`src/rtl/uart_rx_fsm_pkg.sv`:
```
// Shared types and constants for the UART receive frame controller.
package uart_rx_fsm_pkg;
  localparam int DATA_W = 8;
  localparam int EDGE_W = 6;

  typedef enum logic [2:0] {
    IDLE   = 3'd0,
    START  = 3'd1,
    DATA   = 3'd2,
    PARITY = 3'd3,
    STOP   = 3'd4
  } state_t;

  // Expected parity bit for the captured byte; odd=1 selects odd parity.
  function automatic logic par_calc(input logic [DATA_W-1:0] d, input logic odd);
    return (^d) ^ odd;
  endfunction
endpackage

```
`src/rtl/uart_rx_edge_bit_cnt.sv`:
```
// Per-bit edge counter and data-bit counter for the UART receive FSM.
module uart_rx_edge_bit_cnt
  import uart_rx_fsm_pkg::*;
#(
  parameter int PRESCALE = 8
) (
  input  logic              clk,
  input  logic              rst_n,
  input  logic              en,
  input  logic              load,
  input  logic              bit_clr,
  input  logic              bit_inc,
  output logic [EDGE_W-1:0] edge_cnt,
  output logic [2:0]        bit_cnt,
  output logic              bit_done
);
  localparam logic [EDGE_W-1:0] LAST = EDGE_W'(PRESCALE - 1);

  assign bit_done = en && (edge_cnt == LAST);

  // load wins over the wrap: a start seen on the final stop edge is edge 0 of the new frame
  always_ff @(posedge clk or negedge rst_n) begin
    if (!rst_n) begin
      edge_cnt <= '0;
      bit_cnt  <= '0;
    end else begin
      if (load)          edge_cnt <= EDGE_W'(1);
      else if (!en)      edge_cnt <= '0;
      else if (bit_done) edge_cnt <= '0;
      else               edge_cnt <= edge_cnt + EDGE_W'(1);

      if (bit_clr)       bit_cnt <= '0;
      else if (bit_inc)  bit_cnt <= bit_cnt + 3'd1;
    end
  end
endmodule

```
`src/rtl/uart_rx_fsm.sv`:
```
// UART receive frame controller: start detect, bit sequencing, parity/stop checks, byte publish.
module uart_rx_fsm
  import uart_rx_fsm_pkg::*;
#(
  parameter int PRESCALE = 8
) (
  input  logic              CLK,
  input  logic              RST,
  input  logic              rx_in,
  input  logic              PAR_EN,
  input  logic              PAR_TYP,
  input  logic              sampled_bit,
  output logic [EDGE_W-1:0] edge_cnt,
  output logic              dat_samp_en,
  output logic [DATA_W-1:0] P_DATA,
  output logic              data_valid,
  output logic              par_err,
  output logic              stp_err
);
  state_t            state, state_nxt;
  logic [2:0]        bit_cnt;
  logic              bit_done;
  logic              cnt_en;
  logic              detect;
  logic              par_en_q, par_typ_q;
  logic              perr;
  logic [DATA_W-1:0] shift;

  assign cnt_en      = (state != IDLE);
  assign dat_samp_en = cnt_en;
  assign detect      = (state == IDLE && !rx_in) ||
                       (state == STOP && bit_done && !rx_in);

  uart_rx_edge_bit_cnt #(.PRESCALE(PRESCALE)) u_cnt (
    .clk      (CLK),
    .rst_n    (RST),
    .en       (cnt_en),
    .load     (detect),
    .bit_clr  (state == START && bit_done),
    .bit_inc  (state == DATA && bit_done),
    .edge_cnt (edge_cnt),
    .bit_cnt  (bit_cnt),
    .bit_done (bit_done)
  );

  always_ff @(posedge CLK or negedge RST) begin
    if (!RST) state <= IDLE;
    else      state <= state_nxt;
  end

  always_comb begin
    state_nxt = state;
    case (state)
      IDLE:   if (!rx_in) state_nxt = START;
      START:  if (bit_done) state_nxt = sampled_bit ? IDLE : DATA;
      DATA:   if (bit_done && bit_cnt == 3'd7) state_nxt = par_en_q ? PARITY : STOP;
      PARITY: if (bit_done) state_nxt = STOP;
      STOP:   if (bit_done) state_nxt = rx_in ? IDLE : START;
      default: state_nxt = IDLE;
    endcase
  end

  // Frame datapath; pulses default low so each lasts exactly one cycle.
  always_ff @(posedge CLK or negedge RST) begin
    if (!RST) begin
      par_en_q   <= 1'b0;
      par_typ_q  <= 1'b0;
      perr       <= 1'b0;
      shift      <= '0;
      P_DATA     <= '0;
      data_valid <= 1'b0;
      par_err    <= 1'b0;
      stp_err    <= 1'b0;
    end else begin
      data_valid <= 1'b0;
      par_err    <= 1'b0;
      stp_err    <= 1'b0;
      if (detect) begin
        par_en_q  <= PAR_EN;
        par_typ_q <= PAR_TYP;
        perr      <= 1'b0;
      end
      if (bit_done) begin
        case (state)
          DATA:   shift[bit_cnt] <= sampled_bit;
          PARITY: perr <= (sampled_bit != par_calc(shift, par_typ_q));
          STOP: begin
            if (sampled_bit && !perr) begin
              data_valid <= 1'b1;
              P_DATA     <= shift;
            end else begin
              par_err <= perr;
              stp_err <= !sampled_bit;
            end
          end
          default: ;
        endcase
      end
    end
  end
endmodule
```
`config.mk`:
```
export PLATFORM = sky130hd
export DESIGN_NAME = uart_rx_fsm
export DESIGN_NICKNAME = d
export VERILOG_FILES = /design/src/rtl/uart_rx_fsm_pkg.sv /design/src/rtl/uart_rx_edge_bit_cnt.sv /design/src/rtl/uart_rx_fsm.sv
export SDC_FILE = /design/constraint.sdc
export NUM_CORES = 1
export LEC_CHECK = 0
export BUFFER_PORTS_ARGS = -buffer_cell sky130_fd_sc_hd__buf_2
export CORE_MARGIN = 2
export CORE_UTILIZATION = 50
export DETAILED_ROUTE_END_ITERATION = 7
export PLACE_DENSITY_LB_ADDON = 0.25
export SLEW_MARGIN = 0
export SYNTH_ARGS = -nofsm -noshare
export SYNTH_HDL_FRONTEND = slang
export SYNTH_HIERARCHICAL = 1
export SYNTH_SLANG_ARGS = --single-unit
```
`constraint.sdc`:
```
create_clock -name CLK -period 2.35 [get_ports CLK]
set_input_delay 0.5875 -clock CLK [delete_from_list [all_inputs] [get_ports CLK]]
set_output_delay 0.5875 -clock CLK [all_outputs]
set_load 0.01 [all_outputs]
```
Yosys cells after proc, flatten, opt, wreduce, memory -nomap -nowiden
Index checks and enable logic that the tools add are counted.
{"block": "totals", "regBits": 34, "wordCells": 77, "output_inout_bits": 18, "inputBits": 6}
{"block": "classes", "reduce_logical": 20, "bitwise_logic": 1, "eq_ne": 12, "mux": 29, "magnitude_cmp": 2, "addsub": 2}
{"cell": "$mux W3", "count": 8}
{"cell": "$mux W6", "count": 3}
{"cell": "$pmux W3 S5", "count": 1}
{"cell": "$mux W1", "count": 14}
{"cell": "$logic_and A1 B1 Y1", "count": 9}
{"cell": "$bwmux W8", "count": 1}
{"cell": "$ne A2 B2 Y1 const B", "count": 4}
{"cell": "$reduce_xor A8 Y1", "count": 1}
{"cell": "$add A6 B1 Y6 const B", "count": 1}
{"cell": "$eq A3 B2 Y1 const B", "count": 2}
{"cell": "$eq A3 B3 Y1 const B", "count": 2}
{"cell": "$eq A6 B3 Y1 const B", "count": 1}
{"cell": "$reduce_and A5 Y1", "count": 1}
{"cell": "$lt A3 B4 Y1 const B", "count": 1}
{"cell": "$add A3 B1 Y3 const B", "count": 1}
{"cell": "$demux W1 S3", "count": 1}
{"cell": "$eq A3 B1 Y1 const B", "count": 1}
{"cell": "$ge A3 B1 Y1 const B", "count": 1}
{"cell": "$logic_not A1 Y1", "count": 3}
{"cell": "$logic_not A3 Y1", "count": 1}
{"cell": "$reduce_and A3 Y1", "count": 1}
{"cell": "$reduce_bool A3 Y1", "count": 1}
{"cell": "$mux W2", "count": 1}
{"cell": "$ne A2 B1 Y1 const B", "count": 1}
{"cell": "5 further kinds", "count": 5}

Longest topological paths before layout
Gate-level depths: netlist (run 1).
{"block": "depth", "depth_word": 8, "ltp_mapped": 9, "depth_no_buf": 8}

By module
Netlist (run 1), hierarchy kept.
{"module": "uart_rx_fsm", "area_each_um2": 1203.7, "cells_each": 99, "seq_area_each_um2": 625.6, "n_inst": 1}
{"module": "uart_rx_edge_bit_cnt", "area_each_um2": 407.9, "cells_each": 36, "seq_area_each_um2": 225.2, "n_inst": 1}

Worst setup path before layout (run 1)
No wires, ideal clock.
{"block": "synth_path", "path_kind": "register to register", "start": "reg state[0]", "end": "reg shift[4]", "required_ns": 2.225, "setup_time_ns": 0.125, "period_less_slack_ns": 2.457, "path_slack_ns": -0.107, "n_path_buf": 0, "arrival_ns": 2.332, "path_stages_with_launch": 9, "path_cell_list": "dfrtp_1 nor2_1 nand2_1 nand4b_1 nor3_1 and4bb_1 nand2b_2 nor3b_1 mux2_2"}
{"block": "synth_via", "elab_chain_len": 3, "elab_cells_between_ends": 4, "classes_between": "eq/ne: 1; reduce/logical: 3"}
{"element": "start: declaration", "line": "uart_rx_fsm.sv:20", "rtl": "state_t state, state_nxt;"}
{"element": "start signal: assignment", "line": "uart_rx_fsm.sv:48", "rtl": "else state <= state_nxt;"}
{"element": "$reduce_bool A3 Y1", "line": "uart_rx_fsm.sv:29", "rtl": "assign cnt_en = (state != IDLE);"}
{"element": "via dat_samp_en", "line": "uart_rx_fsm.sv:14", "rtl": "output logic dat_samp_en,"}
{"element": "$logic_and A1 B1 Y1", "line": "uart_rx_edge_bit_cnt.sv:19", "rtl": "assign bit_done = en && (edge_cnt == LAST);"}
{"element": "via bit_done", "line": "uart_rx_fsm.sv:22", "rtl": "logic bit_done;"}
{"element": "$reduce_and A2 Y1 (no source line)"}
{"element": "end signal: indexed assignment", "line": "uart_rx_fsm.sv:85", "rtl": "DATA: shift[bit_cnt] <= sampled_bit;"}
{"element": "end: declaration", "line": "uart_rx_fsm.sv:27", "rtl": "logic [DATA_W-1:0] shift;"}
The timed path passes the listed nets, and every way through them passes these cells.
A chain may end at the register's enable or synchronous reset.

Worst setup path in the final report (run 1)
{"block": "layout_path", "start": "reg u_cnt.edge_cnt[0]", "end": "reg shift[4]"}
{"block": "layout_via", "elab_chain_len": 3}
{"element": "start: declaration", "line": "uart_rx_edge_bit_cnt.sv:13", "rtl": "output logic [EDGE_W-1:0] edge_cnt,"}
{"element": "start signal: assignment", "line": "uart_rx_edge_bit_cnt.sv:30", "rtl": "else edge_cnt <= edge_cnt + EDGE_W'(1);"}
{"element": "$eq A6 B3 Y1", "line": "uart_rx_edge_bit_cnt.sv:19"}
{"element": "$logic_and A1 B1 Y1", "line": "uart_rx_edge_bit_cnt.sv:19"}
{"element": "via bit_done", "line": "uart_rx_fsm.sv:22"}
{"element": "$reduce_and A2 Y1 (no source line)"}
The timed path passes the listed nets, and every way through them passes these cells.

==> key figures, run 1 <==
STA
  – Worst-margin pin slew: ~0.74 ns
  – # setup viols final: 0
  – Final worst path period need: 2.102 ns
  – Slew headroom: 50.70%
  – Achievable Freq: approximately 480 MHz
  – Unrepaired setup endpoints after global routing: false
  – Fin. max-slew vios: 0
  – Hold slack: ~0.31 ns
  – Fin crit share: 89.44%
  – Total Neg Setup Slack: 0 ns
  – Setup Skew: 0.009583 ns
  – Final hold violation count: 0

Synth
  – Post-Syn Instances: 135
  – Syn Area/Cell: 11.94 sq um
  – Main synth FF type: dfrtp_1
  – Syn Nets: 143
  – Synth Register Bits: 34
  – Dominant cell type by area after synthesis: dfrtp_1
  – Yosys cell types: 37
  – Most common cell in the netlist: dfrtp_1
  – EDFF count, synth: 0
  – Fraction of registers with async set or reset after synthesis: 100.0%
  – Register area share after synthesis: 52.80%
  – YS warnings: 6
  – Commonest cells in the netlist: dfrtp_1, mux2_2, nor2_1
  – Synth top area cells: dfrtp_1, mux2_2, xnor2_1, xor2_1, nor2_1
  – Synth Cell Area: 1612 sq um
  – Post-synth top area share: 52.80%

Power and ir drop
  – Leakage: ~0.94 nW
  – Clk network pwr share: 21.3%
  – Sequential power share: 44.2%
  – Logic pwr share: 34.5%
  – Peak supply drop: 0.6374 mV
  – Power density over the cells: between 1000 and 1500 nW/um^2
  – Sw frac: 33.94%
  – P_sw: 0.6565 mW
  – P_int: roughly 1.3 mW

Global route
  – Initial antenna violation count: 0
  – GR Overflow Total: 0
  – Total GRT Usage: 18.95%
  – First-pass GRT wire length: about 5.0 mm
  – Largest net degree at the start of global routing: 35
  – Vias in the first global route: 1126

Route
  – Initial DRC count: 25
  – Routed WL: 2.853 mm
  – DRT Pass-1 Iters: 4
  – Number of routed nets with antenna violations: 0
  – # DRC: 0
  – Routed via count: 1099
  – Routed vias/inst: ~5.2
  – DR WL/cell: 13.52 um

Floorplan
  – Die area: 3693 sq um
  – Row cnt: 20
  – Die height: 60.77 um
  – Initial core utilization: between 50% and 60%
  – # IOs: 24
  – Total core area: approximately 3100 sq um
  – Die width: 60.77 um

Run status
  – Outcome: complete, no violations

Final layout
  – Share of post-route cells with drive strength above 1: 33.53%
  – Design Area, Final: 1878 sq um
  – Nets@finish: 174
  – Finished Core Util: between 60% and 70%
  – Area grow syn2layout: 16.54%
  – N_diodes: 0

Clocking
  – Clock sinks: 34
  – Clock buffer count from CTS: 5
  – Worst-Skew Late Latency: 0.33 ns
  – Clock tree root buffer cell: clkbuf_4
  – PostCTS Resize Cnt: 0
  – Hold-fix buffers, CTS: 0
  – Postcts setup bufs: 0
  – CTS tree: yes
  – Htree depth: 2
  – CTS Buffer Depth: 2
  – Clk slew on worst S/H paths: approximately 0.10 ns

Worst setup path
  – Worst setup EP type: flip-flop
  – WS Path Type: flip-flop to flip-flop
  – Critical path data required time: 2.57 ns
  – CP Launch Type: flip-flop
  – CP arrival: 2.33 ns
  – Critical-path maximum fanout: 5

Min path
  – Hold Crit Class: input pin to asynchronous set/reset pin

Place
  – Post-DP HPWL: 2.083 mm
  – I/O Buffers: 23
  – Placed standard-cell area: 1803 sq um
  – GPL Wtd Cong: 0.8146

Flow run
  – Max-cap violations: 0
## metrics by stage
step,worst slack [ns],std cells,power (mW)
floorplan,0.1052,135,1.327
global placement,0.3663,203,1.502
detailed placement,0.2540,203,1.533
CTS,0.2479,211,1.949
global route,0.08752,211,2.069
finish,0.2481,211,1.934
## final timing paths
kind	from	to	slack [ns]	cells past startpoint
setup / recovery	u_cnt/edge_cnt[0]	shift[4]	0.25	7
hold / removal	RST	shift[6]	0.31	1
setup reg to reg	u_cnt/edge_cnt[0]	shift[4]	0.25	7
hold reg to reg	P_DATA[5]	P_DATA[5]	0.51	1
max in group asynchronous	RST	state[0]	1.56	1
min in group CLK	PAR_EN	par_en_q	0.49	2
## power by group through the flow
stage / sequential, mW / combinational [mW] / clock [mW]
after floorplan: 0.852 / 0.476 / 0
after global placement: 0.859 / 0.643 / 0
after detailed placement: 0.868 / 0.666 / 0
after CTS: 0.856 / 0.669 / 0.424
after global routing: 0.883 / 0.742 / 0.444
final: 0.855 / 0.667 / 0.413
## metal layers
layer	GRT usage [%]	routed length, um	up-vias
met5	0	0	-
met4	7.453	25	0
met3	6.610	148	4
met2	32.10	1435	28
met1	22.04	1243	536
li1	-	-	531
## cell families (layout without fill, tap and decap cells)
| group | Yosys count | count (layout) | synth area share, % |
|---|---|---|---|
| compound gates | 11 | 11 | 4.348 |
| simple gates | 46 | 46 | 17.08 |
| fa+ha+maj | 2 | 2 | 1.553 |
| xor+xnor | 13 | 13 | 7.919 |
| buf+inv | 9 | 41 | 2.485 |
| flops | 34 | 34 | 52.80 |
| mux | 20 | 20 | 13.82 |
## registers in the layout (all words and copies together), names as in the netlist
register / count
P_DATA: 8
data_valid: 1
par_en_q: 1
par_err: 1
par_typ_q: 1
perr: 1
shift: 8
state: 3
stp_err: 1
u_cnt/bit_cnt: 3
u_cnt/edge_cnt: 6
## placed cells by master (no fill, tap or decap), types with 2 or more instances in the layout
cell type	instances
nor2_1	9
mux2_2	16
xnor2_1	8
nand2b_1	2
nand3b_1	2
mux2_1	2
inv_1	5
clkbuf_1	2
nor3_1	3
nor3b_1	4
nor2b_1	2
nand3_1	4
o21ai_0	3
a21oi_1	4
ha_1	2
buf_4	5
buf_2	23
mux2i_1	2
xor2_1	4
dfrtp_1	34
clkbuf_4	5
nand2_1	8
## layout make-up
class | count | area, sq um
well taps | 44 | 55.05
inverters | 5 | 18.77
clock buffers | 7 | 45.04
clock inverters | 1 | 30.03
flip-flops and latches | 34 | 850.8
fillers | 270 | 1175
multi-input cells | 92 | 725.7
repair buffers | 28 | 152.6
## worst max-delay path, stage by stage (launching register included)
cell and delay [ns]:
dfrtp_1 0.41, ha_1 0.22, nand4b_1 0.13, nor3_2 0.16
and4bb_1 0.35, nand2b_2 0.12, nor3b_1 0.25, mux2_2 0.37
Note: power is estimated with default switching activity, not from simulation.
==> run 2, diff against run 1 <==
--- a/config.mk
+++ b/config.mk
@@ -10,6 +10,7 @@
 export CORE_UTILIZATION = 50
 export DETAILED_ROUTE_END_ITERATION = 7
 export PLACE_DENSITY_LB_ADDON = 0.25
+export REMOVE_ABC_BUFFERS = 1
 export SLEW_MARGIN = 0
 export SYNTH_ARGS = -nofsm -noshare
 export SYNTH_HDL_FRONTEND = slang
==> constraint.sdc (replaced) <==
create_clock -name CLK -period 1.9 [get_ports CLK]
set_input_delay 0.475 -clock CLK [delete_from_list [all_inputs] [get_ports CLK]]
set_output_delay 0.475 -clock CLK [all_outputs]
set_load 0.01 [all_outputs]
==> run 2 against run 1 <==
Against the previous run: the flow now finishes with violations (negative setup slack); count of clock-buffer cells in the layout unchanged; maximum frequency increased by 7.0%; critical path depth increased by 3; critical endpoint is now P_DATA[7]; non-clock buffer count increased by 16; largest power group is now combinational logic; design area increased by 10%; largest cell class unchanged; routed wire length increased by 13%; global-route usage decreased by 0.54 points; total power increased by 31%; sequential share of layout area decreased by 4.3 points; sequential power increased by 22%.
==> key figures, run 2 (synthesized netlist as in run 1, its figures left out) <==
Place
  – Placed standard-cell area: 1873 sq um (+3.9%)
  – Place WS: -0.1001 ns (-0.3542 ns)
  – I/O Buffers: 23 (unchanged)
  – Placed insts: 213 (+4.9%)
  – Post-DP HPWL: 2.133 mm (+2.4%)
  – GPL Wtd Cong: 0.8254 (+1.3%)

Clocking
  – Clk slew on worst S/H paths: 0.10 ns (about the same)
  – Htree depth: 2 (unchanged)
  – CTS Buffer Depth: 2 (unchanged)
  – Clock sinks: 34 (unchanged)
  – Worst-Skew Late Latency: 0.34 ns (about the same)
  – Clock tree root buffer cell: clkbuf_4
  – CTS tree: yes
  – Hold-fix buffers, CTS: 0 (unchanged)
  – Clock buffer count from CTS: 5 (unchanged)

Final layout
  – Nets@finish: 191 (+9.8%)
  – Area grow syn2layout: 28.65%
  – Post-Layout Cell Count: 228 (+8.1%)
  – Most common cell after layout, fill and taps aside: dfrtp_1
  – Fillers: 235 (-13%)
  – N_diodes: 0 (unchanged)
  – Design Area, Final: 2073 sq um (+10%)
  – Share of post-route cells with drive strength above 1: 47.28% (+14 points)
  – Most frequent cells in the layout: dfrtp_1, buf_2, buf_4, mux2_2
  – Finished Core Util: 67.91% (+6.4 points)
  – Top Registers: P_DATA (8), shift (8), u_cnt/edge_cnt (6)

Route
  – Number of routed nets with antenna violations: 0 (unchanged)
  – Initial DRC count: 25 (unchanged)
  – Routed WL: 3.235 mm (+13%)
  – DRT Pass-1 Iters: 4 (unchanged)
  – DR WL/cell: 14.19 um (+4.9%)
  – Routed via count: 1183 (+7.6%)
  – Routed vias/inst: 5.189 (-0.38%)
  – # DRC: 0 (unchanged)

STA
  – Fin. max-slew vios: 0 (unchanged)
  – Worst-margin pin slew: 0.7472 ns (+0.007735 ns)
  – Final hold violation count: 0 (unchanged)
  – Final worst path period need: 1.964 ns (-0.1384 ns)
  – # setup viols final: 19 (+19)
  – Slew headroom: 50.19% (-0.52 points)
  – Worst setup margin: -0.06357 ns (-0.3116 ns)
  – Fin crit share: 103.3% (+14 points)
  – Hold slack: 0.1931 ns (-0.1126 ns)
  – Unrepaired setup endpoints after global routing: true
  – Setup Skew: 0.005989 ns (-0.003593 ns)
  – Total Neg Setup Slack: -0.6980 ns (-0.6980 ns)
  – Achievable Freq: 509.3 MHz (+7.0%)

Power and ir drop
  – Logic pwr share: 42.9% (+8.4 points)
  – Sw frac: 35.21% (+1.3 points)
  – Power density over the cells: 1222 nW/um^2 (+19%)
  – P_sw: 0.8921 mW (+36%)
  – Sequential power share: 40.9% (-3.3 points)
  – P_int: 1.642 mW (+28%)
  – Clk network pwr share: 16.2% (-5.1 points)
  – Leakage: 1.049 nW (+12%)
  – Peak supply drop: 0.7255 mV (+14%)
  – Overall Power: 2.534 mW (+31%)

Worst setup path
  – Critical path data required time: 2.13 ns (-0.44 ns)
  – WS Path Type: flip-flop to flip-flop
  – Critical-path maximum fanout: 5 (unchanged)
  – Cell chain of the critical path: nor2_2 -> nand2_2 -> nand4b_1 -> nor3_2 -> buf_4 -> buf_4 -> buf_4 -> and3_4 -> nand3b_4 -> mux2_2
  – Worst setup EP type: flip-flop
  – Slowest CP cell: dfrtp_1
  – Top cell family by delay on the critical path: simple AND/OR/NAND/NOR gates
  – CP Launch Type: flip-flop
  – Bufs and invs on worst path: 3 (+3)
  – Max incr delay on CP: 0.40 ns (about the same)
  – Crit-path most repeated cell: buf_4
  – CP arrival: 2.19 ns (-0.14 ns)

Floorplan
  – Initial core utilization: 52.79% (unchanged)
  – Row cnt: 20 (unchanged)
  – Die area: 3693 sq um (unchanged)
  – Total core area: 3053 sq um (unchanged)
  – Die width: 60.77 um (unchanged)
  – # IOs: 24 (unchanged)
  – Die height: 60.77 um (unchanged)

Global route
  – GR Overflow Total: 0 (unchanged)
  – Largest net degree at the start of global routing: 35 (unchanged)
  – Total GRT Usage: 18.41% (-0.54 points)
  – First-pass GRT wire length: 4.885 mm (-2.3%)
  – Vias in the first global route: 1052 (-6.6%)
  – Initial antenna violation count: 0 (unchanged)

Min path
  – Hold Crit Class: input pin to asynchronous set/reset pin

Run status
  – Violated checks: negative setup slack
  – Outcome: finished, violations left

Flow run
  – Max-cap violations: 0 (unchanged)
==> run 2: final timing paths <==
path / from / end / slack, ns / depth (start not counted)
setup / recovery: state[0] / P_DATA[7] / -0.06 / 10
min in group CLK: PAR_EN / par_en_q / 0.36 / 2
max in group asynchronous: RST / data_valid / 1.23 / 1
hold reg to reg: P_DATA[6] / P_DATA[6] / 0.51 / 1
setup reg to reg: state[0] / P_DATA[7] / -0.06 / 10
hold / removal: RST / u_cnt/edge_cnt[2] / 0.19 / 1
==> run 2: power by group through the flow <==
stage | logic [mW] | clock network, mW | registers (mW)
after floorplan | 0.532 | 0 | 1.08
after global placement | 0.915 | 0 | 1.03
after detailed placement | 0.949 | 0 | 1.04
after CTS | 0.984 | 0.422 | 1.03
after global routing | 1.19 | 0.454 | 1.06
final | 1.09 | 0.410 | 1.04
==> run 2: repair_timing <==
item,4_1_cts,5_1_grt
gates cloned,0,1
buffers inserted,2,4
endpoints found under the setup margin,8,25
resized for setup,10,13
pin swaps,0,1
==> run 2: metal layers <==
metal	up-vias	wire (um)	part of all wire (%)	GRT usage (%)
li1	570	-	-	-
met1	572	1477	46	24.83
met2	29	1536	47	27.34
met3	12	147	4.5	6.183
met4	0	74	2.3	7.453
met5	-	0	0	0
==> run 2: layout make-up <==
| class | count | area, sq um | share of cell area (%) |
|---|---|---|---|
| flip-flops and latches | 34 | 850.8 | 41.04 |
| repair buffers | 44 | 276.5 | 13.34 |
| well taps | 44 | 55.05 | 2.655 |
| multi-input cells | 93 | 812.0 | 39.17 |
| inverters | 5 | 18.77 | 0.9052 |
| clock buffers | 7 | 55.05 | 2.655 |
| clock inverters | 1 | 5.005 | 0.2414 |
==> run 2: worst reg2reg max path, delay by kind of cell (launching register included) <==
family                 cells  cell delay (ns)
flip-flops                 1             0.40
multiplexers               1             0.35
buffers and inverters      3             0.38
AND/OR/NAND/NOR            6             0.71
==> run 3, diff against run 2 <==
--- a/config.mk
+++ b/config.mk
@@ -5,9 +5,10 @@
 export SDC_FILE = /design/constraint.sdc
 export NUM_CORES = 1
 export LEC_CHECK = 0
+export ABC_AREA = 1
 export BUFFER_PORTS_ARGS = -buffer_cell sky130_fd_sc_hd__buf_2
 export CORE_MARGIN = 2
-export CORE_UTILIZATION = 50
+export CORE_UTILIZATION = 51
 export DETAILED_ROUTE_END_ITERATION = 7
 export PLACE_DENSITY_LB_ADDON = 0.25
 export REMOVE_ABC_BUFFERS = 1
==> run 3 against run 2 <==
Against the previous run: the flow now finishes without violations; utilization fell by 5.4 points; final cell count rose by 32%; design area rose by 1.4%; critical path depth fell by 6; combinational power fell by 33%; largest power group is now sequential cells.
==> key figures, run 3 <==
Run status
  – Outcome: complete, no violations

Synth
  – Dominant cell type by area after synthesis: dfrtp_1
  – Register area share after synthesis: 47.32% (-5.5 points)
  – Syn Area/Cell: 8.286 sq um (-31%)
  – Main synth FF type: dfrtp_1
  – Most common cell in the netlist: nand2_1
  – Synth Register Bits: 34 (unchanged)
  – Post-Syn Instances: 217 (+61%)
  – YS warnings: 6 (unchanged)
  – EDFF count, synth: 0 (unchanged)
  – Synth top area cells: dfrtp_1, nand2_1, inv_1, nand3_1, nor2_1
  – Post-synth top area share: 47.32% (-5.5 points)
  – Fraction of registers with async set or reset after synthesis: 100.0% (unchanged)
  – Yosys cell types: 31 (-16%)
  – Commonest cells in the netlist: nand2_1, dfrtp_1, inv_1
  – Synth Cell Area: 1798 sq um (+12%)

Global route
  – Total GRT Usage: 19.06% (+0.65 points)
  – GR Overflow Total: 0 (unchanged)
  – Vias in the first global route: 1408 (+34%)
  – First-pass GRT wire length: 6.030 mm (+23%)
  – GRT met1 Usage: 25.17% (+0.34 points)
  – M3 GR Usage: 4.821% (-1.4 points)
  – Initial antenna violation count: 0 (unchanged)
  – Largest net degree at the start of global routing: 35 (unchanged)
  – Met2 Use GR: 29.87% (+2.5 points)
  – Grt peak-use layer: met2

Final layout
  – Nets@finish: 262 (+37%)
  – N_diodes: 0 (unchanged)
  – Design Area, Final: 2102 sq um (+1.4%)
  – Most common cell after layout, fill and taps aside: nand2_1
  – Area grow syn2layout: 16.91%
  – Most frequent cells in the layout: nand2_1, dfrtp_1, inv_1, buf_2, nor2_1
  – Top Registers: P_DATA (8), shift (8), u_cnt/edge_cnt (6)
  – Share of post-route cells with drive strength above 1: 26.67% (-21 points)
  – Fillers: 307 (+31%)

Power and ir drop
  – Peak supply drop: 0.5663 mV (-22%)
  – P_sw: 0.7720 mW (-13%)
  – Power density over the cells: 1021 nW/um^2 (-16%)
  – P_int: 1.375 mW (-16%)
  – Sequential power share: 41.5% (+0.6 points)
  – Logic pwr share: 34.2% (-8.7 points)
  – Sw frac: 35.96% (+0.75 points)
  – Leakage: 1.140 nW (+8.6%)
  – Clk network pwr share: 24.3% (+8.1 points)

Clocking
  – CTS tree: yes
  – Clock tree root buffer cell: clkbuf_4
  – CTS Buffer Depth: 2 (unchanged)
  – Clock sinks: 34 (unchanged)
  – Clock buffer count from CTS: 5 (unchanged)
  – Clk slew on worst S/H paths: 0.11 ns (about the same)
  – Htree depth: 2 (unchanged)
  – Worst-Skew Late Latency: 0.33 ns (about the same)

STA
  – Total Neg Setup Slack: 0 ns (+0.6980 ns)
  – Fin. max-slew vios: 0 (unchanged)
  – Slew headroom: 72.80% (+23 points)
  – Fin crit share: 91.45% (-12 points)
  – Final hold violation count: 0 (unchanged)
  – Final worst path period need: 1.738 ns (-0.2260 ns)
  – # setup viols final: 0 (-19)
  – Worst-margin pin slew: 0.4080 ns (-0.3391 ns)
  – Achievable Freq: 575.5 MHz (+13%)
  – Setup Skew: 0.005765 ns (-0.0002247 ns)
  – Unrepaired setup endpoints after global routing: false

Floorplan
  – Row cnt: 21 (+5.0%)
  – Die height: 63.38 um (+4.3%)
  – Initial core utilization: 53.46% (+0.67 points)
  – # IOs: 24 (unchanged)
  – Die area: 4016 sq um (+8.8%)
  – Total core area: 3363 sq um (+10%)
  – Die width: 63.38 um (+4.3%)

Place
  – Post-DP HPWL: 2.456 mm (+15%)
  – Placed standard-cell area: 1997 sq um (+6.6%)
  – GPL Wtd Cong: 0.8544 (+3.5%)
  – I/O Buffers: 23 (unchanged)

Route
  – # DRC: 0 (unchanged)
  – Initial DRC count: 108 (+330%)
  – Routed WL: 3.334 mm (+3.1%)
  – DR WL/cell: 11.08 um (-22%)
  – Routed vias/inst: 4.937 (-4.9%)
  – Routed via count: 1486 (+26%)
  – DRT Pass-1 Iters: 4 (unchanged)
  – Number of routed nets with antenna violations: 0 (unchanged)

Worst setup path
  – CP Launch Type: flip-flop
  – Critical-path maximum fanout: 3 (-2)
  – Worst R2R Path Depth: 11 (+1)
  – Critical path data required time: 1.42 ns (-0.71 ns)
  – Worst setup EP type: output pin
  – CP arrival: 1.26 ns (-0.93 ns)
  – WS Path Type: flip-flop to output pin

Flow run
  – Max-cap violations: 0 (unchanged)

Min path
  – Hold Crit Class: input pin to asynchronous set/reset pin
## run 3: changes by cell type after synthesis, sizes merged, moves of 6 or more
cell   delta
nand2    +58
inv      +25
mux2     -18
o21ai    +15
nand3    +14
nor2     +13
xnor2     -6
## run 3: logic make-up after synthesis
group | Yosys count | synth area share, %
buf+inv | 31 | 7.028
xor+xnor | 2 | 0.9744
flops | 34 | 47.32
fa+ha+maj | 2 | 1.392
compound gates | 35 | 12.94
simple gates | 113 | 30.34
## run 3: worst max-delay path: stages, from the launching register on
cell and delay (ns):
dfrtp_1 0.41, nor2_2 0.16, nand2_1 0.09, buf_4 0.15, buf_2 0.13
## run 3: cell type report
| type | instances | area [sq um] | share of cell area (%) |
|---|---|---|---|
| Sequential cell | 34 | 850.8 | 40.48 |
| Multi-Input combinational cell | 152 | 823.3 | 39.17 |
| Timing Repair Buffer | 31 | 175.2 | 8.333 |
| Inverter | 30 | 117.6 | 5.595 |
| Tap cell | 46 | 57.56 | 2.738 |
| Clock inverter | 3 | 40.04 | 1.905 |
| Clock buffer | 5 | 37.54 | 1.786 |
## run 3: metrics by stage
step | hold WS (ns) | instances | power [mW] | worst slack, ns | utilization [%]
6_report | 0.1437 | 301 | 2.147 | 0.1625 | 62.50
5_1_grt | 0.1648 | 301 | 2.316 | 0.009244 | 62.50
4_1_cts | 0.1602 | 298 | 2.143 | 0.1087 | 61.68
3_5_place_dp | 0.4628 | 290 | 1.612 | 0.1426 | 59.38
3_3_place_gp | 0.4597 | 290 | 1.601 | 0.2070 | 59.38
2_1_floorplan | 0.1794 | 216 | 1.386 | 0.03046 | -
## run 3: final timing paths
| check | slack (ns) | startpoint | end |
|---|---|---|---|
| min | 0.14 | RST | shift[0] |
| min reg2reg | 0.48 | P_DATA[2] | P_DATA[2] |
| max | 0.16 | state[0] | dat_samp_en |
| max in group asynchronous | 1.46 | RST | P_DATA[5] |
| max reg2reg | 0.24 | state[2] | u_cnt/edge_cnt[4] |
| min in group CLK | 0.36 | PAR_TYP | par_typ_q |
## run 3: timing repair
action                                  4_1_cts  5_1_grt
hold buffers                                  0        0
setup buffers                                 0        3
resized for setup                             0        2
endpoints found under the setup margin        0       14
## run 3: power by group through the flow
| stage | sequential (mW) | clock, mW | combinational [mW] |
|---|---|---|---|
| after floorplan | 0.936 | 0 | 0.450 |
| after global placement | 0.899 | 0 | 0.702 |
| after detailed placement | 0.902 | 0 | 0.710 |
| after CTS | 0.888 | 0.538 | 0.717 |
| after global routing | 0.904 | 0.576 | 0.836 |
| final | 0.890 | 0.521 | 0.735 |
## run 3: per-layer routing
layer  vias to the layer above  share of wire [%]
met5                         -                  0
met4                         0                1.7
met3                         8                4.9
met2                        36                 46
met1                       670                 48
li1                        772                  -
